<file path="config.mk">
export PLATFORM = sky130hd
export DESIGN_NAME = move_commit_ctrl
export DESIGN_NICKNAME = d
export VERILOG_FILES = /design/src/rtl/move_commit_ctrl.sv
export SDC_FILE = /design/constraint.sdc
export NUM_CORES = 1
export LEC_CHECK = 0
export CORE_MARGIN = 5
export CORE_UTILIZATION = 55
export CTS_BUF_LIST = sky130_fd_sc_hd__clkbuf_8
export DETAILED_ROUTE_END_ITERATION = 6
export GPL_TIMING_DRIVEN = 1
export PLACE_DENSITY_LB_ADDON = 0.15
export SLEW_MARGIN = 40
export SYNTH_ARGS = -nofsm -noshare
export SYNTH_HDL_FRONTEND = slang
export SYNTH_SLANG_ARGS = --single-unit
</file>
<file path="constraint.sdc">
create_clock -name clk -period 5.6 [get_ports clk]
set_clock_uncertainty 0.15 [all_clocks]
set_input_delay 1.68 -clock clk [delete_from_list [all_inputs] [get_ports clk]]
set_output_delay 1.68 -clock clk [all_outputs]
set_load 0.005 [all_outputs]
</file>
<file path="src/rtl/move_commit_ctrl.sv">
// move_commit_ctrl: five-in-a-row turn controller that commits a stone and drives the win-check chain.
module move_commit_ctrl #(
    parameter int CELLS       = 256,
    parameter int CHK_TIMEOUT = 1023
) (
    input  logic       clk,
    input  logic       reset,
    input  logic       place,
    input  logic [7:0] cursor,
    input  logic       new_game,
    input  logic [1:0] board_rdata,
    output logic [7:0] board_addr,
    output logic       board_we,
    output logic [1:0] board_wdata,
    input  logic [7:0] chk_addr,
    input  logic       chk_success,
    input  logic       chk_fail,
    output logic       chk_active,
    output logic       chk_reset,
    output logic [7:0] pointer,
    output logic [1:0] chess,
    output logic [1:0] player,
    output logic [1:0] winner,
    output logic       game_over,
    output logic       busy,
    output logic       reject,
    output logic [8:0] move_count,
    output logic       timeout_err
);
    localparam int WDW = $clog2(CHK_TIMEOUT + 1);
    typedef enum logic [3:0] {CLEAR, IDLE, RD, OCC, WRITE, ARM, CHECK, DONE, OVER} state_t;
    state_t state, next_state;
    logic [7:0] clear_cnt;
    logic [WDW-1:0] wd;
    logic wd_hit, full, restart;
    assign wd_hit  = wd == WDW'(CHK_TIMEOUT - 1);
    assign full    = move_count == 9'(CELLS);
    assign restart = (state == IDLE || state == OVER) && new_game;
    always_ff @(posedge clk or posedge reset)
        if (reset) state <= CLEAR;
        else state <= next_state;
    always_comb begin
        next_state = state;
        case (state)
            CLEAR:   next_state = clear_cnt == 8'hff ? IDLE : CLEAR;
            IDLE:    next_state = new_game ? CLEAR : place ? RD : IDLE;
            RD:      next_state = OCC;
            OCC:     next_state = board_rdata != 2'd0 ? IDLE : WRITE;
            WRITE:   next_state = ARM;
            ARM:     next_state = CHECK;
            CHECK:   next_state = chk_success ? OVER : chk_fail ? (full ? OVER : DONE) : wd_hit ? DONE : CHECK;
            DONE:    next_state = IDLE;
            OVER:    next_state = new_game ? CLEAR : OVER;
            default: next_state = CLEAR;
        endcase
    end
    always_comb begin
        board_addr  = state == CLEAR ? clear_cnt : state == CHECK ? chk_addr : pointer;
        board_we    = state == CLEAR || state == WRITE;
        board_wdata = state == WRITE ? chess : 2'd0;
        chk_active  = state == ARM;
        game_over   = state == OVER;
        busy        = !(state == IDLE || state == OVER);
    end
    // chk_reset is decoded from next_state so the registered copy lines up with the state it belongs to
    always_ff @(posedge clk or posedge reset) begin
        if (reset) begin
            clear_cnt   <= 8'd0;
            player      <= 2'd1;
            winner      <= 2'd0;
            move_count  <= 9'd0;
            pointer     <= 8'd0;
            chess       <= 2'd0;
            reject      <= 1'b0;
            timeout_err <= 1'b0;
            chk_reset   <= 1'b1;
            wd          <= '0;
        end else begin
            clear_cnt <= state == CLEAR ? clear_cnt + 8'd1 : 8'd0;
            chk_reset <= !(next_state == ARM || next_state == CHECK);
            reject    <= (place && state != IDLE) || (state == OCC && board_rdata != 2'd0);
            wd        <= state == CHECK ? wd + 1'b1 : '0;
            if (state == IDLE && !new_game && place) begin
                pointer <= cursor;
                chess   <= player;
            end
            if (state == WRITE) move_count <= move_count + 9'd1;
            if (restart) begin
                winner     <= 2'd0;
                player     <= 2'd1;
                move_count <= 9'd0;
            end
            if (state == CHECK) begin
                if (chk_success) winner <= chess;
                else if (chk_fail && !full) player <= player ^ 2'b11;
                else if (!chk_fail && wd_hit) timeout_err <= 1'b1;
            end
        end
    end
endmodule

</file>
# Word level (Yosys, flattened, before mapping)
# Cells that the tools add are included.
# op_classes
n_addsub	3
multipliers	0
n_div	0
n_lt_le_gt_ge	0
n_eq_ne	14
shifts	0
n_mux	24
bitwise	3
n_reduce_logical	20
# op_table
cell	n
$pmux 4 s9	1
$eq 4x3->1 const B	6
$mux 8	3
$mux 2	10
$mux 9	2
$mux 4	4
$add 10x1->10 const B	1
$eq 10x10->1 const B	1
$mux 10	1
$add 9x1->9 const B	1
$eq 9x9->1 const B	1
$add 8x1->8 const B	1
$eq 4x2->1 const B	2
$eq 8x8->1 const B	1
$logic_and 1x1->1	7
$logic_not 1->1	5
$eq 4x1->1 const B	1
$eq 4x4->1 const B	1
$logic_not 4->1	1
$logic_or 1x1->1	4
$ne 4x1->1 const B	1
$reduce_and 4->1	1
$reduce_bool 2->1	2
$mux 3	1
3 further kinds	5
# totals
reg_bits	48
latch_bits	0
ramBits	0
romBits	0
inputBits	24
out_inout_bits	40
wordCells	75
memories	0

# Longest topological paths before layout
# Gate-level depths: netlist (run 1).
# depth
ltp_word	8
ltp_mapped	6
ltp_nobuf	6

# Worst setup path after synthesis (run 1)
# No wires, ideal clock.
# synth_path
path_type	input-to-output
from	in chk_addr[7]
to	out board_addr[7]
arrival_ps	1901
required_time_ps	3770
slack_ps	1869
path_stages	2
path_buffers	0
cell_sequence	mux2i_1 o21ai_0
# synth_between
elab_chain_len	2
# synth_rtl
item	line	text
start, declared	15	input logic [7:0] chk_addr,
$mux 8 (2 in series)	58	board_addr = state == CLEAR ? clear_cnt : state == CHECK ? chk_addr : pointer;
end, declared	12	output logic [7:0] board_addr,
# Every way passes these cells.

# Worst setup path in the final report (run 1)
# Ends and elaborated chain as after synthesis.

==> run summary, run 1 <==
Setup WS post-layout: 0.822 ns
Worst VDD drop: 288 uV
CTS resizes: 0
Total global routing overflow: 0
Rel. slew slack: 54.4%
Vias in the first global route: 2005
Post-synth EDFFs: 0
I/O pins: 64
Crit path launch type: input port
Cell with the most instances after synthesis: dfrtp_1
Asr flop ratio synth: 100%
WL/cell: 15.3 um
Clock Latency Late Sink: 0.30 ns
Pin count of the biggest net entering global routing: 49
Detailed Route WL: 5.64 mm
DIE HEIGHT: 77.5 um
CTS sink cnt: 48
Pleak: 0.00139 uW
Gp weighted congestion: 0.818
Worst-margin pin slew: 0.681 ns
Sw frac: 31.8%
Comb power frac: 40.8%
Clock power share: 23.4%
Worst-path maximum fanout: 1
Global-route wire length before repair: 9.33 mm
Mapped Nets: 286
Most used flip-flop cell after synthesis: dfrtp_1
Site Rows: 24
# DRC: 0
Number of port buffers: 63
Final Core Density: 75.5%
Status: finished, final reports clean
Synth cell types: 42
Fmax: 209 MHz
Synth top area cells: dfrtp_1 (46%), nor2_1 (5.4%), mux2_2 (4.9%), xor2_1 (4.9%), nand2_1 (4.6%)
Power Internal: 999 uW
Crit. End Element: output port
Net Sw Power: 467 uW
Total chip power: 1470 uW
DR vias/cell: 5.56
CTS tree: done
Post-Place Setup Slack: 0.837 ns
Reg clk slew, reported paths: 0.09 ns
Final period util: 85.3%
Synthesized flop and latch total: 48
CTS Buf Count: 5
Fin crit period: 4.78 ns
Pwr/cell area: 443 nW/um2
CP required: 3.77 ns
CP Class: input port to output port
Die footprint: 6010 um2
Synthesized area per cell: 9.75 um2
Post-CTS setup buffers: 0
WHS: 0.338 ns
Setup tns final: 0 ns
Hold Fails Final Rpt: 0
Max Transition Viols Final: 0
# nets final: 345
GRT Total Usage: 19.0%
Diode count: 0
Area grow syn2layout: 32.1%
Detailed placer's ending HPWL: 4.02 mm
Area leader, netlist: dfrtp_1
Mapped Area: 2510 um2
Starting Density: 57.2%
Routed vias: 2051
Max-Cap Viols: 0
Antenna violations before repair: 0
1st-iter DRT viols: 124
Die width: 77.5 um
Mapped Cells: 257
Htree depth: 2
# setup viols final: 0
Sequential share of the synthesized area: 48.0%
Unrepaired setup endpoints after global routing: false
CP arrival: 2.95 ns
Area share of the largest cell type after synthesis: 45.9%
Hold buffer count at CTS: 0
Ys Warns: 0
Final ANT Viol Nets: 0
Share of layout cells above drive strength 1: 9.46%
Root Driver: clkbuf_8
Worst min path class: flop to flop
Top cells by count, synth: dfrtp_1 (46), nor2_1 (36), nand2_1 (31), xor2_1 (14), nand3_1 (13)
Core Region: 4380 um2
Sequential Power Share: 35.8%
Max Root-Sink Buffers: 2
Drt first pass iters: 4
[logic make-up after synthesis]
| logic type | count (synthesis) | share of synthesized area [%] |
|---|---|---|
| DFF | 48 | 48.0 |
| and+or+nand+nor | 121 | 25.5 |
| adders and majority gates | 5 | 2.50 |
| muxes | 12 | 5.34 |
| buffers and inverters | 17 | 3.15 |
| AOI/OAI and AO/OA | 35 | 8.89 |
| xor gates and xnor gates | 19 | 6.64 |
[per-stage QoR]
step                cells  instance area, um2
floorplan             257                2510
global placement      361                3150
detailed placement    361                3150
CTS                   369                3310
global route          369                3310
finish                369                3310
[critical path: stages]
cell and delay, ns:
clkdlybuf4s50_1 0.46, mux2i_1 0.07, o21ai_0 0.19, clkdlybuf4s50_1 0.54
[routing by layer]
layer | part of all wire [%] | wire, um | GRT usage (%)
met3 | 8.1 | 459 | 5.67
met5 | 0 | 0 | 0
met4 | 0.66 | 37 | 5.15
met2 | 47 | 2630 | 30.4
met1 | 45 | 2510 | 25.4
[power by group through the flow]
stage / Combinational (uW) / Clock [uW] / Sequential [uW]
final: 598 / 343 / 524
after floorplan: 305 / 0 / 501
after global routing: 658 / 362 / 540
after global placement: 593 / 0 / 524
after detailed placement: 599 / 0 / 530
after CTS: 605 / 348 / 524
[worst paths after layout]
check	from	to	slack (ns)	cells after the start
max in group asynchronous	reset	clear_cnt[7]$_DFF_PP0_	3.27	2
min reg2reg	clear_cnt[0]$_DFF_PP0_	clear_cnt[0]$_DFF_PP0_	0.34	1
max	chk_addr[7]	board_addr[7]	0.82	4
min in group asynchronous	reset	move_count[0]$_DFFE_PP0P_	1.64	2
min	clear_cnt[0]$_DFF_PP0_	clear_cnt[0]$_DFF_PP0_	0.34	1
max reg2reg	state[2]$_DFF_PP0_	move_count[8]$_DFFE_PP0P_	3.40	4
[sequential cells by signal, indices dropped and copies added (netlist names)]
signal       cells
wd              10
reject           1
clear_cnt        8
pointer          8
move_count       9
timeout_err      1
winner           2
chess            2
state            4
player           2
chk_reset        1
[cells in the final DEF, fill, tap and decap left out, types with 2 or more instances in the layout]
cell / count
a21oi_1: 11
a31oi_1: 9
and2_1: 3
and3_1: 6
and4_1: 2
bufinv_16: 3
clkbuf_8: 5
clkdlybuf4s50_1: 63
dfrtp_1: 46
dfstp_2: 2
ha_1: 5
inv_1: 4
mux2_2: 11
nand2_1: 31
nand3_1: 13
nand3b_1: 2
nand4_1: 5
nand4bb_1: 2
nor2_1: 36
nor3_1: 4
nor3b_1: 2
nor4_1: 2
nor4b_2: 2
o21ai_0: 7
o21ai_1: 2
or3_1: 4
xnor2_1: 5
xor2_1: 14
[cell type report]
cell class	instances	area (um2)
multi-input cells	192	1220
flip-flops and latches	48	1200
fillers	319	1070
repair buffers	64	638
clock inverters	3	90.1
clock buffers	5	68.8
well taps	52	65.1
inverters	5	21.3
No activity file was read; power rests on OpenSTA's default activity.
==> inputs of run 2 (changes only) <==
--- a/config.mk
+++ b/config.mk
@@ -10,6 +10,7 @@
 export CTS_BUF_LIST = sky130_fd_sc_hd__clkbuf_8
 export DETAILED_ROUTE_END_ITERATION = 6
 export GPL_TIMING_DRIVEN = 1
+export HOLD_SLACK_MARGIN = 0.05
 export PLACE_DENSITY_LB_ADDON = 0.15
 export SLEW_MARGIN = 40
 export SYNTH_ARGS = -nofsm -noshare
==> results of run 2 <==
Same layout as run 1: the final DEF is identical, and so are final timing and power.
==> inputs of run 3 (changes only) <==
--- a/config.mk
+++ b/config.mk
@@ -5,7 +5,6 @@
 export SDC_FILE = /design/constraint.sdc
 export NUM_CORES = 1
 export LEC_CHECK = 0
-export CORE_MARGIN = 5
 export CORE_UTILIZATION = 55
 export CTS_BUF_LIST = sky130_fd_sc_hd__clkbuf_8
 export DETAILED_ROUTE_END_ITERATION = 6
==> run 3 against run 2 <==
Compared with the run above:
- register-to-register slack improved by 0.02 ns
- worst setup slack improved by 0.030 ns
- via count decreased by 0.34%
- routed wire length decreased by 9.2%
- final cell count unchanged
- maximum frequency increased by 0.62%
- global-route usage increased by 3.6 points
- total power decreased by 6.8%
- critical path type unchanged
==> run summary, run 3 (synthesis results as in run 1) <==
Reg clk slew, reported paths: 0.08 ns (was 0.09 ns)
Drt first pass iters: 4 (unchanged)
Worst VDD drop: 308 uV (was 288 uV)
# DRC: 0 (unchanged)
Fin crit period: 4.75 ns (was 4.78 ns)
Max-Cap Viols: 0 (unchanged)
Most frequent cells in the layout: clkdlybuf4s50_1 (63), dfrtp_1 (46), nor2_1 (36) (unchanged)
M1 WL: 2.46 mm (was 2.51 mm)
CTS tree: done (unchanged)
WL met3: 261 um (was 459 um)
Pwr/cell area: 418 nW/um2 (was 443 nW/um2)
Hold buffer count at CTS: 0 (unchanged)
Worst-path maximum fanout: 1 (unchanged)
Antenna violations before repair: 0 (unchanged)
Global-route wire length before repair: 8.67 mm (was 9.33 mm)
1st-iter DRT viols: 119 (was 124)
Starting Density: 57.6% (was 57.2%)
Die width: 69.5 um (was 77.5 um)
Post-CTS setup buffers: 0 (unchanged)
Worst-margin pin slew: 0.701 ns (was 0.681 ns)
Worst min path class: flop to flop (unchanged)
Crit. End Element: output port (unchanged)
CP Class: input port to output port (unchanged)
Fmax: 211 MHz (was 209 MHz)
Final ANT Viol Nets: 0 (unchanged)
Site Rows: 24 (unchanged)
Commonest non-fill, non-tap cell in the layout: clkdlybuf4s50_1 (unchanged)
Routed vias: 2044 (was 2051)
CTS Buf Count: 5 (unchanged)
Share of layout cells above drive strength 1: 9.46% (unchanged)
WL met2: 2.36 mm (was 2.63 mm)
GRT Total Usage: 22.7% (was 19.0%)
DIE HEIGHT: 69.5 um (was 77.5 um)
WL/cell: 13.9 um (was 15.3 um)
Total chip power: 1370 uW (was 1470 uW)
Area of the multi-input gates: 1220 um2 (unchanged)
Diode count: 0 (unchanged)
Unrepaired setup endpoints after global routing: false (unchanged)
Hold Fails Final Rpt: 0 (unchanged)
Htree depth: 2 (unchanged)
Status: finished, final reports clean (unchanged)
CTS resizes: 0 (unchanged)
Largest regs: wd: 10 flops, move_count: 9 flops (unchanged)
Die footprint: 4830 um2 (was 6010 um2)
Clock Latency Late Sink: 0.31 ns (was 0.30 ns)
Detailed Route WL: 5.12 mm (was 5.64 mm)
CP required: 3.77 ns (about the same)
Number of port buffers: 63 (unchanged)
CTS sink cnt: 48 (unchanged)
Final period util: 84.8% (was 85.3%)
Crit path launch type: input port (unchanged)
I/O pins: 64 (unchanged)
Register area: 1200 um2 (unchanged)
DR vias/cell: 5.54 (was 5.56)
Largest register FFs: 10 (unchanged)
Pleak: 0.00137 uW (was 0.00139 uW)
Root Driver: clkbuf_8 (unchanged)
Top Metal Used: met4 (unchanged)
Biggest register: wd (unchanged)
Pin count of the biggest net entering global routing: 49 (unchanged)
Detailed placer's ending HPWL: 3.63 mm (was 4.02 mm)
Core Region: 4350 um2 (was 4380 um2)
R2R setup slack: 3.42 ns (was 3.40 ns)
Gp weighted congestion: 0.823 (was 0.818)
CP arrival: 2.92 ns (was 2.95 ns)
# nets final: 345 (unchanged)
FILL cells: 327 (was 319)
Vias in the first global route: 1913 (was 2005)
# setup viols final: 0 (unchanged)
Max Root-Sink Buffers: 2 (unchanged)
Setup tns final: 0 ns (unchanged)
Area grow syn2layout: 30.2% (was 32.1%)
Max Transition Viols Final: 0 (unchanged)
Rel. slew slack: 53.1% (was 54.4%)
Total global routing overflow: 0 (unchanged)
[run 3: where the power goes]
group | switching (uW) | leakage (uW) | internal [uW]
clock network | 120 | 0.0000541 | 132
logic | 240 | 0.000680 | 349
registers | 97.5 | 0.000635 | 427
total | 458 | 0.00137 | 908
[run 3: final timing paths]
check / from / end / depth (start not counted)
min in group asynchronous: reset / pointer[4]$_DFFE_PP0P_ / 2
min: clear_cnt[0]$_DFF_PP0_ / clear_cnt[0]$_DFF_PP0_ / 1
max reg2reg: state[0]$_DFF_PP0_ / pointer[4]$_DFFE_PP0P_ / 4
max: chk_addr[0] / board_addr[0] / 4
min reg2reg: clear_cnt[0]$_DFF_PP0_ / clear_cnt[0]$_DFF_PP0_ / 1
max in group asynchronous: reset / chk_reset$_DFF_PP1_ / 2
[run 3: metal layers]
metal | vias up | global-route usage [%]
met4 | 0 | 6.58
met2 | 59 | 36.4
met1 | 964 | 30.0
li1 | 1016 | -
met5 | - | 0
met3 | 5 | 6.54
[run 3: critical path: stages]
cell	delay, ns
clkdlybuf4s50_1	0.45
nand2_1	0.05
a31oi_1	0.21
clkdlybuf4s50_1	0.53
[run 3: cell type report]
| type | instances | share of cell area [%] |
|---|---|---|
| clock inverter | 3 | 1.30 |
| clock buffer | 5 | 2.11 |
| sequential | 48 | 36.9 |
| tap | 52 | 1.99 |
| inverter | 5 | 0.652 |
| multi-input combinational | 192 | 37.5 |
| timing repair buffer | 64 | 19.6 |
[run 3: metrics by stage]
step           util (%)  cell area, um2  hold slack (ns)  cells  worst slack [ns]
6_report           74.9            3260            0.343    369             0.851
5_1_grt            74.9            3260            0.370    369             0.787
4_1_cts            74.9            3260            0.353    369             0.862
3_5_place_dp       72.4            3150            0.336    361             0.885
3_3_place_gp       72.3            3150            0.315    361             0.851
2_1_floorplan         -            2510            0.287    257              1.87
